### src/rtl/idecode.sv
// idecode: decode stage with bypassed regfile, load-use bubble and branch squash
module idecode #(
    parameter int WORD = 32,
    parameter int ADDR = 16,
    parameter int REGS = 32
) (
    input  logic            clk,
    input  logic            rst,
    input  logic            v_i,
    input  logic [WORD-1:0] inst_i,
    input  logic [ADDR-1:0] pc_i,
    input  logic            stall_i,
    input  logic            branch_i,
    input  logic            wb_we_i,
    input  logic [4:0]      wb_rd_i,
    input  logic [WORD-1:0] wb_data_i,
    output logic            stall_o,
    output logic            v_o,
    output logic [5:0]      op_o,
    output logic [4:0]      rd_o,
    output logic [WORD-1:0] a_o,
    output logic [WORD-1:0] b_o,
    output logic [WORD-1:0] imm_o,
    output logic [ADDR-1:0] pc_o,
    output logic            we_o,
    output logic            ld_o,
    output logic            st_o,
    output logic            br_o,
    output logic            ill_o
);
    typedef struct packed {
        logic            v;
        logic [5:0]      op;
        logic [4:0]      rd;
        logic [WORD-1:0] a;
        logic [WORD-1:0] b;
        logic [WORD-1:0] imm;
        logic [ADDR-1:0] pc;
        logic            we;
        logic            ld;
        logic            st;
        logic            br;
        logic            ill;
    } bundle_t;
    logic [WORD-1:0] rf_q [REGS];
    logic [WORD-1:0] rf_d [REGS];
    bundle_t bun_q, bun_d, dec;
    logic [5:0] op;
    logic [4:0] rd, rs, rt, bsel;
    logic alu, addi, ldi, sti, beq, jmp, use_rs, use_b, luse;
    always_comb begin
        op = inst_i[31:26];
        rd = inst_i[25:21];
        rs = inst_i[20:16];
        rt = inst_i[15:11];
        alu = op == 6'd0;
        addi = op == 6'd1;
        ldi = op == 6'd2;
        sti = op == 6'd3;
        beq = op == 6'd4;
        jmp = op == 6'd5;
        use_rs = alu | addi | ldi | sti | beq;
        use_b = alu | sti | beq;
        bsel = alu ? rt : rd;
        // only sources the opcode actually reads may raise a load-use hazard
        luse = bun_q.v & bun_q.ld & (bun_q.rd != 5'd0) & v_i &
               ((use_rs & (rs == bun_q.rd)) | (use_b & (bsel == bun_q.rd)));
        dec = '0;
        dec.v = v_i;
        dec.op = op;
        dec.rd = rd;
        dec.a = (rs == 5'd0) ? '0 : (wb_we_i && wb_rd_i == rs) ? wb_data_i : rf_q[rs];
        dec.b = (!use_b || bsel == 5'd0) ? '0 :
                (wb_we_i && wb_rd_i == bsel) ? wb_data_i : rf_q[bsel];
        dec.imm = {{(WORD-16){inst_i[15]}}, inst_i[15:0]};
        dec.pc = pc_i - ADDR'(1);
        dec.we = (alu | addi | ldi) & (rd != 5'd0);
        dec.ld = ldi;
        dec.st = sti;
        dec.br = beq | jmp;
        dec.ill = op > 6'd5;
        bun_d = branch_i ? '0 : stall_i ? bun_q : luse ? '0 : dec;
        stall_o = stall_i | (luse & ~branch_i);
        rf_d = rf_q;
        if (wb_we_i && wb_rd_i != 5'd0) rf_d[wb_rd_i] = wb_data_i;
    end
    always_ff @(posedge clk or negedge rst) begin
        if (!rst) begin
            bun_q <= '0;
            for (int i = 0; i < REGS; i++) rf_q[i] <= '0;
        end else begin
            bun_q <= bun_d;
            rf_q <= rf_d;
        end
    end
    assign v_o = bun_q.v;
    assign op_o = bun_q.op;
    assign rd_o = bun_q.rd;
    assign a_o = bun_q.a;
    assign b_o = bun_q.b;
    assign imm_o = bun_q.imm;
    assign pc_o = bun_q.pc;
    assign we_o = bun_q.we;
    assign ld_o = bun_q.ld;
    assign st_o = bun_q.st;
    assign br_o = bun_q.br;
    assign ill_o = bun_q.ill;
endmodule

### config.mk
export PLATFORM = sky130hd
export DESIGN_NAME = idecode
export DESIGN_NICKNAME = d
export VERILOG_FILES = /design/src/rtl/idecode.sv
export SDC_FILE = /design/constraint.sdc
export NUM_CORES = 2
export LEC_CHECK = 0
export ABC_CLOCK_PERIOD_IN_PS = 3000
export BUFFER_PORTS_ARGS = -buffer_cell sky130_fd_sc_hd__buf_2
export CAP_MARGIN = 5
export CORE_UTILIZATION = 60
export CTS_CLUSTER_SIZE = 40
export DETAILED_ROUTE_END_ITERATION = 7
export PLACE_DENSITY = 0.88
export SYNTH_ARGS = -nofsm -noshare
export SYNTH_HDL_FRONTEND = slang
export SYNTH_SLANG_ARGS = --single-unit
### constraint.sdc
create_clock -name clk -period 3 [get_ports clk]
set_input_delay 0.45 -clock clk [delete_from_list [all_inputs] [get_ports clk]]
set_output_delay 0.45 -clock clk [all_outputs]
set_load 0.1 [all_outputs]
==> out/results.txt <==
status -> finished, violations left
failing checks -> DRC, setup timing
die area -> 103,000 um2
Slew headroom -> 31.3%
Worst-path clk slew -> 0.06 ns
commonest cells after routing, fill and taps aside -> 1,132 x dfrtp_1, 1,023 x mux2_2, 488 x nand3_1
post-placement cell count -> 6,599
via count -> 53.7k
GR Util All Layers -> 44.3%
DRT iter0 DRCs -> 10.1k
Req. time, crit path -> 2.55 ns
number of synthesized flops with an enable pin -> 0
post-synthesis xor/xnor area fraction -> 0.429%
crit path DAT -> 2.98 ns
nets -> 5,464
fmax -> 292 MHz
Synth cell types -> 66
commonest non-fill, non-tap cell in the layout -> dfrtp_1
min Tclk post-route -> 3.43 ns
# Max-Cap Violations -> 0
Compound-Gate Fraction of Synth Area -> 9.13%
DR vias/cell -> 7.84
Non-Filler Instances -> 6,848
setup violators final -> 1
placeable core area -> 101,000 um2
Met3 Wirelength -> 42.5 mm
Root Buffer -> clkbuf_16
Slew @ Worst Pin -> 1.03 ns
die height -> 322 um
IO Port Bufs -> 220
adder-cell share of the synthesized area -> 0.0204%
PD cells -> 639 nW/um2
RSZ-0062 raised after global routing -> yes
Top FF cell, synth -> dfrtp_1
YS warnings -> 0
Setup Skew -> 0.0363 ns
H-tree depth -> 3
first-pass GRT wire length -> 342 mm
largest net degree at the start of global routing -> 125
Starting Density -> 60.9%
Worst setup SP type -> flop
CTS buffer count -> 111
Async SR Flop Fraction -> 100%
average wire per standard cell -> 33.7 um
crit-path max FO -> 2
Metal-1 WL -> 71.9 mm
worst skew pair latency -> 0.74 ns
GRT Residual Overflow -> 0
final hold violations -> 0
FILL cells -> 6,091
Pre-antenna DRT Iters -> 8
vias in the first global route -> 53.8k
Post-Synth Simple-Gate Area -> 9.36%
WS Path Type -> reg2out
mux share of post-synthesis cell area -> 30.6%
Synth Cell Area -> 61,300 um2
clk buf depth -> 3
antenna violations before repair -> 33
layout cell share with drive strength beyond 1 -> 39.2%
cell row count -> 116
die width -> 322 um
instance count of the mapped netlist -> 5,264
Critical Path Sink Type -> primary output
largest family of logic cells by synthesized area -> multiplexers
Mean Syn Cell Area -> 11.6 um2
Hold Path Class -> in2reg
GPL Wtd Cong -> 0.965
I/O pin total -> 221
top sig layer -> met5
Synth Net Count -> 5,356
Peak VDD IR -> 615 uV
HPWL after DPL -> 127 mm
WL final -> 231 mm
crit share post-route -> 114%
met2 routed WL -> 93.4 mm
Pins Over Slew Limit -> 0
CTS tree -> built
DRT antenna net count -> 0
area post-placement -> 66,300 um2
Remaining DRCs -> 41
sequential area share after synthesis -> 46.4%
final setup margin -> -0.429 ns
Post-Layout Inst Area -> 70,300 um2
Leakage -> 0.0304 uW
Area Overhead vs Synth -> 14.8%
Num Clock Sinks -> 1,137
FF+latch count, synth -> 1,137
state kept, by name (all words and copies together) (netlist names):
| name | count |
|---|---|
| we_o | 1 |
| op_o | 6 |
| rf_q | 1024 |
| ld_o | 1 |
| v_o | 1 |
| imm_o | 16 |
| rd_o | 5 |
| ill_o | 1 |
| pc_o | 16 |
| b_o | 32 |
| st_o | 1 |
| a_o | 32 |
| br_o | 1 |
layout make-up:
class	count	area [um2]	share of cell area, %
clock inverter	50	507	0.720
sequential	1137	28500	40.5
clock buffer	160	3350	4.76
timing repair buffer	605	5480	7.79
multi-input combinational	3505	30700	43.7
tap	1357	1700	2.41
antenna	22	55.1	0.0783
inverter	12	45.0	0.0640
metal layers:
layer	up-vias	global-route usage (%)
li1	19886	-
met2	5962	60.3
met3	1957	23.3
met5	-	0
met1	25871	52.2
met4	22	35.1
cells in the mapped netlist (26+ instances only):
library cell | number | area share, %
a21oi_1 | 58 | 0.47
nand3_1 | 488 | 4.0
nand4b_1 | 29 | 0.41
a211oi_1 | 33 | 0.40
o211ai_2 | 28 | 0.57
mux2_2 | 1023 | 19
buf_1 | 72 | 0.44
nand2_1 | 462 | 2.8
a31oi_1 | 66 | 0.67
nand4_1 | 64 | 0.65
clkbuf_1 | 466 | 2.9
dfrtp_1 | 1137 | 46
o21ai_0 | 321 | 2.6
a32oi_1 | 39 | 0.56
a32o_1 | 89 | 1.5
nor3_1 | 52 | 0.42
mux2i_1 | 197 | 3.2
nor2_1 | 47 | 0.29
a22o_1 | 26 | 0.37
o211ai_1 | 45 | 0.55
buf_2 | 50 | 0.41
mux4_2 | 232 | 8.5
critical path, cell delays in order (launching register included):
cell and delay, ns:
dfrtp_4 0.50, xnor2_2 0.17, o221ai_1 0.14, or4_1 0.45, a221oi_2 0.31, a31o_2 0.25, nand2_2 0.07, o21bai_4 0.18
buf_12 0.19
final timing paths:
kind                            start   endpoint  slack, ns  cells after the start
setup / recovery              rd_o[0]    stall_o      -0.43                      8
hold / removal             inst_i[30]    op_o[4]       0.03                      2
setup reg to reg              rd_o[0]    b_o[19]       0.11                     11
hold reg to reg             rf_q[993]  rf_q[993]       0.40                      0
max in group asynchronous         rst  rf_q[784]       1.64                      3
min in group asynchronous         rst  rf_q[763]       0.28                      2
report_power, final:
group	switching, uW	internal (uW)	leakage [uW]
Combinational	4960	4690	0.0139
Clock	6520	8440	0.00189
Sequential	2330	18000	0.0147
Total	13800	31200	0.0304
repair_timing:
| action | in CTS | in global routing |
|---|---|---|
| pin swaps | 2 | 0 |
| endpoints found under the hold margin | 35 | 0 |
| setup buffers | 4 | 0 |
| hold buffers | 13 | 0 |
| gates resized for setup | 2 | 0 |
| endpoints found under the setup margin | 1 | 1 |
cells by family (layout without fill, tap and decap cells):
kind of cell,count (synthesis),after routing
mux,1453,1453
simple gates,1211,1211
flops,1137,1137
compound gates,810,810
buf+inv,622,827
xor+xnor,30,30
fa+ha+maj,1,1
other cells,0,22
through the flow:
| stage | util [%] | hold WS, ns | setup slack, ns | setup TNS [ns] | power [uW] |
|---|---|---|---|---|---|
| floorplan | - | 0.154 | 0.00868 | 0 | 26200 |
| CTS | 69.9 | 0.0286 | -0.278 | -0.278 | 44300 |
| finish | 69.9 | 0.0291 | -0.429 | -0.429 | 45000 |
| global placement | 65.9 | 0.380 | -0.282 | -5.65 | 28700 |
| detailed placement | 65.9 | 0.386 | -0.299 | -6.88 | 29400 |
| global route | 69.9 | 0.0426 | -0.439 | -0.439 | 46000 |
(Power assumes the default switching activity.)
